File: config.mk
export PLATFORM = sky130hd
export DESIGN_NAME = ifetch_prefetch
export DESIGN_NICKNAME = d
export VERILOG_FILES = /design/src/rtl/ifetch_prefetch.sv
export SDC_FILE = /design/constraint.sdc
export NUM_CORES = 1
export LEC_CHECK = 0
export CORE_MARGIN = 5
export CORE_UTILIZATION = 60
export CTS_BUF_LIST = sky130_fd_sc_hd__clkbuf_8
export CTS_CLUSTER_DIAMETER = 80
export DETAILED_ROUTE_END_ITERATION = 8
export PLACE_DENSITY = 0.85
export SETUP_SLACK_MARGIN = 0.5
export SYNTH_ARGS = -nofsm -noshare
export SYNTH_HDL_FRONTEND = slang
export SYNTH_SLANG_ARGS = --single-unit
File: constraint.sdc
create_clock -name clk -period 8.8 [get_ports clk]
set_input_delay 1.76 -clock clk [delete_from_list [all_inputs] [get_ports clk]]
set_output_delay 1.76 -clock clk [all_outputs]
set_load 0.01 [all_outputs]
File: src/rtl/ifetch_prefetch.sv
// Instruction prefetch front end: streams sequential words from a variable-latency
// instruction memory into a small FIFO and serves the core's IR/IR_addr port.
module ifetch_prefetch #(
    parameter int          DEPTH    = 4,
    parameter logic [31:0] RESET_PC = 32'h0000_0000
) (
    input  logic        clk,
    input  logic        rst_n,
    input  logic [31:0] IR_addr,
    input  logic        IR_take,
    output logic [31:0] IR,
    output logic        IR_valid,
    output logic        mem_req,
    output logic [31:0] mem_addr,
    input  logic        mem_ack,
    input  logic [31:0] mem_rdata
);

    localparam int          AW        = $clog2(DEPTH);
    localparam logic [31:0] PC0       = {RESET_PC[31:2], 2'b00};
    localparam logic [31:0] WORD      = 32'd4;
    localparam logic [AW:0] CNT_ONE   = 1;
    localparam logic [AW:0] CNT_FULL  = (AW + 1)'(DEPTH);
    localparam logic [AW:0] CNT_LAST  = (AW + 1)'(DEPTH - 1);
    localparam logic [AW-1:0] PTR_ONE = 1;

    typedef enum logic [1:0] {
        IDLE    = 2'd0,
        REQ     = 2'd1,
        DISCARD = 2'd2
    } state_t;

    state_t        state;
    logic [31:0]   fifo_mem [DEPTH];
    logic [AW-1:0] rd_ptr;
    logic [AW-1:0] wr_ptr;
    logic [AW:0]   count;
    logic [AW:0]   count_after;
    logic [31:0]   exp_addr;
    logic [31:0]   fetch_addr;
    logic [31:0]   target_addr;
    logic          redirect;
    logic          pop;
    logic          push;
    logic          unused_addr_bits;

    assign unused_addr_bits = &{1'b0, IR_addr[1:0]};

    assign target_addr = {IR_addr[31:2], 2'b00};
    assign redirect    = IR_addr[31:2] != exp_addr[31:2];
    assign IR_valid    = (count != '0) && !redirect;
    assign IR          = IR_valid ? fifo_mem[rd_ptr] : 32'h0;
    assign pop         = IR_valid && IR_take;
    assign push        = (state == REQ) && mem_ack && !redirect;

    always_comb begin
        count_after = count;
        if (push && !pop)
            count_after = count + CNT_ONE;
        else if (pop && !push)
            count_after = count - CNT_ONE;
    end

    always_ff @(posedge clk) begin
        if (push)
            fifo_mem[wr_ptr] <= mem_rdata;
    end

    // A redirect flushes everything; an in-flight request must still drain its ack in DISCARD.
    always_ff @(posedge clk or negedge rst_n) begin
        if (!rst_n) begin
            state      <= IDLE;
            rd_ptr     <= '0;
            wr_ptr     <= '0;
            count      <= '0;
            exp_addr   <= PC0;
            fetch_addr <= PC0;
            mem_req    <= 1'b0;
            mem_addr   <= PC0;
        end else if (redirect) begin
            rd_ptr     <= '0;
            wr_ptr     <= '0;
            count      <= '0;
            exp_addr   <= target_addr;
            fetch_addr <= target_addr;
            case (state)
                REQ: begin
                    if (mem_ack) begin
                        mem_req <= 1'b0;
                        state   <= IDLE;
                    end else begin
                        state   <= DISCARD;
                    end
                end
                DISCARD: begin
                    if (mem_ack) begin
                        mem_req <= 1'b0;
                        state   <= IDLE;
                    end
                end
                default: state <= IDLE;
            endcase
        end else begin
            if (pop) begin
                rd_ptr   <= rd_ptr + PTR_ONE;
                exp_addr <= exp_addr + WORD;
            end
            if (push)
                wr_ptr <= wr_ptr + PTR_ONE;
            count <= count_after;

            // Issue only while a FIFO slot is guaranteed for the returning word.
            case (state)
                IDLE: begin
                    if (count != CNT_FULL) begin
                        mem_req  <= 1'b1;
                        mem_addr <= fetch_addr;
                        state    <= REQ;
                    end
                end
                REQ: begin
                    if (mem_ack) begin
                        fetch_addr <= fetch_addr + WORD;
                        if (count_after < CNT_LAST) begin
                            mem_addr <= fetch_addr + WORD;
                            state    <= REQ;
                        end else begin
                            mem_req  <= 1'b0;
                            state    <= IDLE;
                        end
                    end
                end
                DISCARD: begin
                    if (mem_ack) begin
                        mem_req <= 1'b0;
                        state   <= IDLE;
                    end
                end
                default: begin
                    mem_req <= 1'b0;
                    state   <= IDLE;
                end
            endcase
        end
    end

endmodule
==> impl_metrics.ini <==
[synth]
synth_top_area_cell = edfxtp_1
synth_seq_area_share_pct = 59.3
async_flop_share_pct = 43.9
syn_area_um2 = 10700
yosysMostFrequentCell = edfxtp_1
synth_top_area_share_pct = 35.9
yosysWarnings = 0
synthFlopType = edfxtp_1
syn-instance-count = 823
ys_top_cells_by_count = edfxtp_1, dfrtp_1, xor2_1
synthTopCellsByArea = edfxtp_1, dfrtp_1, mux4_2
syn_avg_cell_area_um2 = 13.0
ys_ff_latch = 228
synth_edf_count = 128
ys_types = 46

[clock_network]
ctsRootBufferMaster = clkbuf_8
cts_tree = built
clk_latency_ns = 0.54
postCtsHoldBufs = 0
clk_pin_slew_ns = 0.06
cts.path.max_buffers = 3
cts_sinks = 228
numCtsBuffers = 37
cts_resized = 0
post_cts_buffers = 0
h-tree-depth = 2

[floorplan]
dieHeight_um = 144
die_w_um = 144
die_area_um2 = 20600
core_area_um2 = 17400
start_util_pct = 61.5
io_pins = 134
num_rows = 48

[critical_path]
cp_cell_sequence = clkdlybuf4s50_1, xor2_1, nor4_1, nand3_1, nor4_4, buf_4, and3_1, clkdlybuf4s50_1
rr_worst_depth = 9
startpoint = IR_addr[2]
crit_fanout = 89
startpoint_type = input port
r2r_start = exp_addr[5]
crit_type = in -> out
crit_arrival_ns = 4.78
required_ns = 7.04
cp.buffers_inverters = 3
cp_common_cell = clkdlybuf4s50_1
timing.rr.end = mem_addr[27]
slowest_stage = buf_4
r2r_setup_slack_ns = 5.27
max_stage_delay_ns = 0.69
cpLargestDelayFamily = buffers and inverters
cp-end-kind = primary output

[sta]
setup_tns_ns = 0
finalCriticalPeriod_ns = 6.54
setup_viol = 0
timing.hold.ws_ns = 0.488
report.final.slew_viol_count = 0
skew_ns = 0.0281
finalCritPeriodShare_pct = 74.3
slew_headroom_pct = 29.0
worst_pin_slew_ns = 1.07
rsz0062_at_grt = no
hold_viol_final = 0
max_freq_mhz = 153

[detailed_routing]
vias = 7006
detail_route.wl_per_cell_um = 19.0
vias_per_cell = 5.78
ant_nets = 0
wl_um = 23000
first_pass_iters = 5
route.detailed.drc = 0
drt_iter0_markers = 573

[pwr]
p_leak_nw = 4.99
power_density_nw_per_um2 = 168
vdd_drop_max_mv = 0.196
power.total_mw = 2.18

[place]
dp_hpwl_um = 15100
gp_congestion = 0.871
io_buffers = 129
place_area_um2 = 12200

[finish]
final_area_um2 = 12900
layout-drive-gt1-share_pct = 10.8
diodes = 0
area_growth_pct = 20.8
utilization_pct = 74.3
final_net_count = 1041
nFillCells = 1116

[hold_path]
whs_path_depth = 1
min_path_type = reg -> reg
hold_path_startpoint = mem_addr[8]
whs_endpoint = mem_addr[8]

[flow_run]
cap_violations = 0

[global_route]
grt_pass1_vias = 7122
grt_pass1_wl_um = 37000
antenna_found_initial = 0
track_usage_pct = 23.0
grt_overflow_total = 0
grt_max_degree = 90

[outcome]
status = complete, no violations
[placed cells by master (no fill, tap or decap), types with 4 or more instances in the layout]
| master | count |
|---|---|
| edfxtp_1 | 128 |
| clkdlybuf4s50_1 | 128 |
| dfrtp_1 | 99 |
| xor2_1 | 67 |
| nor2_1 | 62 |
| a21oi_1 | 60 |
| xnor2_1 | 56 |
| and3_1 | 53 |
| nand2_1 | 49 |
| clkbuf_8 | 49 |
| mux4_2 | 32 |
| mux2_1 | 30 |
| nand3_1 | 28 |
| inv_1 | 27 |
| nand4_1 | 18 |
| buf_4 | 15 |
| ha_1 | 13 |
| and2_1 | 11 |
| and4_1 | 8 |
| nor3_1 | 8 |
| nor4_1 | 7 |
| nand2b_1 | 5 |
| a31oi_1 | 4 |
[layer usage]
| metal | global-route usage, % | wire length (um) |
|---|---|---|
| met1 | 30.9 | 9340 |
| met4 | 7.33 | 553 |
| met3 | 6.22 | 2010 |
| met5 | 0 | 0 |
| met2 | 36.8 | 11100 |
[registers in the layout, summed over array words and instances, names as in the netlist]
register / cells
fifo_mem: 128
exp_addr: 30
fetch_addr: 30
mem_addr: 30
count: 3
rd_ptr: 2
state: 2
wr_ptr: 2
mem_req: 1
[report_power, final]
part	total (mW)	internal [mW]	switching (mW)	leakage, nW
clock	0.909	0.499	0.410	0.438
sequential	1.16	1.14	0.0204	2.41
combinational	0.103	0.0516	0.0514	2.15
total	2.18	1.70	0.481	4.99
[worst register-to-register path, cell delays in order, from the launching register on]
cell,delay (ns)
dfrtp_1,0.42
xor2_1,0.19
nor4_1,0.33
nand4_1,0.21
nor4_4,0.20
buf_4,0.69
a211oi_1,0.27
o311ai_4,0.30
buf_4,0.39
mux2_1,0.39
[per-stage QoR]
| step | setup slack (ns) | std cells |
|---|---|---|
| after floorplan | 3.47 | 824 |
| after global placement | 2.32 | 1146 |
| after detailed placement | 2.26 | 1146 |
| after CTS | 2.24 | 1213 |
| after global routing | 1.98 | 1213 |
| final | 2.26 | 1213 |
[worst max-delay path by stage]
stage,slack (ns),cells past startpoint,to
after CTS,2.24,8,IR[0]
after floorplan,3.47,9,IR_valid
after global placement,2.32,8,IR[0]
final,2.26,8,IR[8]
after detailed placement,2.26,8,IR[0]
after global routing,1.98,8,IR[0]
[logic make-up (layout without fill, tap and decap cells)]
family	Yosys count	after routing	share of synthesized area, %
simple gates	255	255	12.2
other cells	1	2	0.0350
flops	228	228	59.3
fa+ha+maj	13	13	1.52
mux	64	64	10.1
compound gates	80	80	4.31
buf+inv	59	223	2.49
xor+xnor	123	123	10.1
[final cells by class]
type / instances / area [um^2] / share of cell area (%)
Multi-Input combinational cell: 537 / 4110 / 31.8
Timing Repair Buffer: 143 / 1390 / 10.8
Inverter: 13 / 48.8 / 0.377
Clock buffer: 49 / 674 / 5.21
Sequential cell: 228 / 6350 / 49.1
Clock inverter: 18 / 81.3 / 0.629
Tap cell: 225 / 282 / 2.18
No activity file was read; power rests on OpenSTA's default activity.
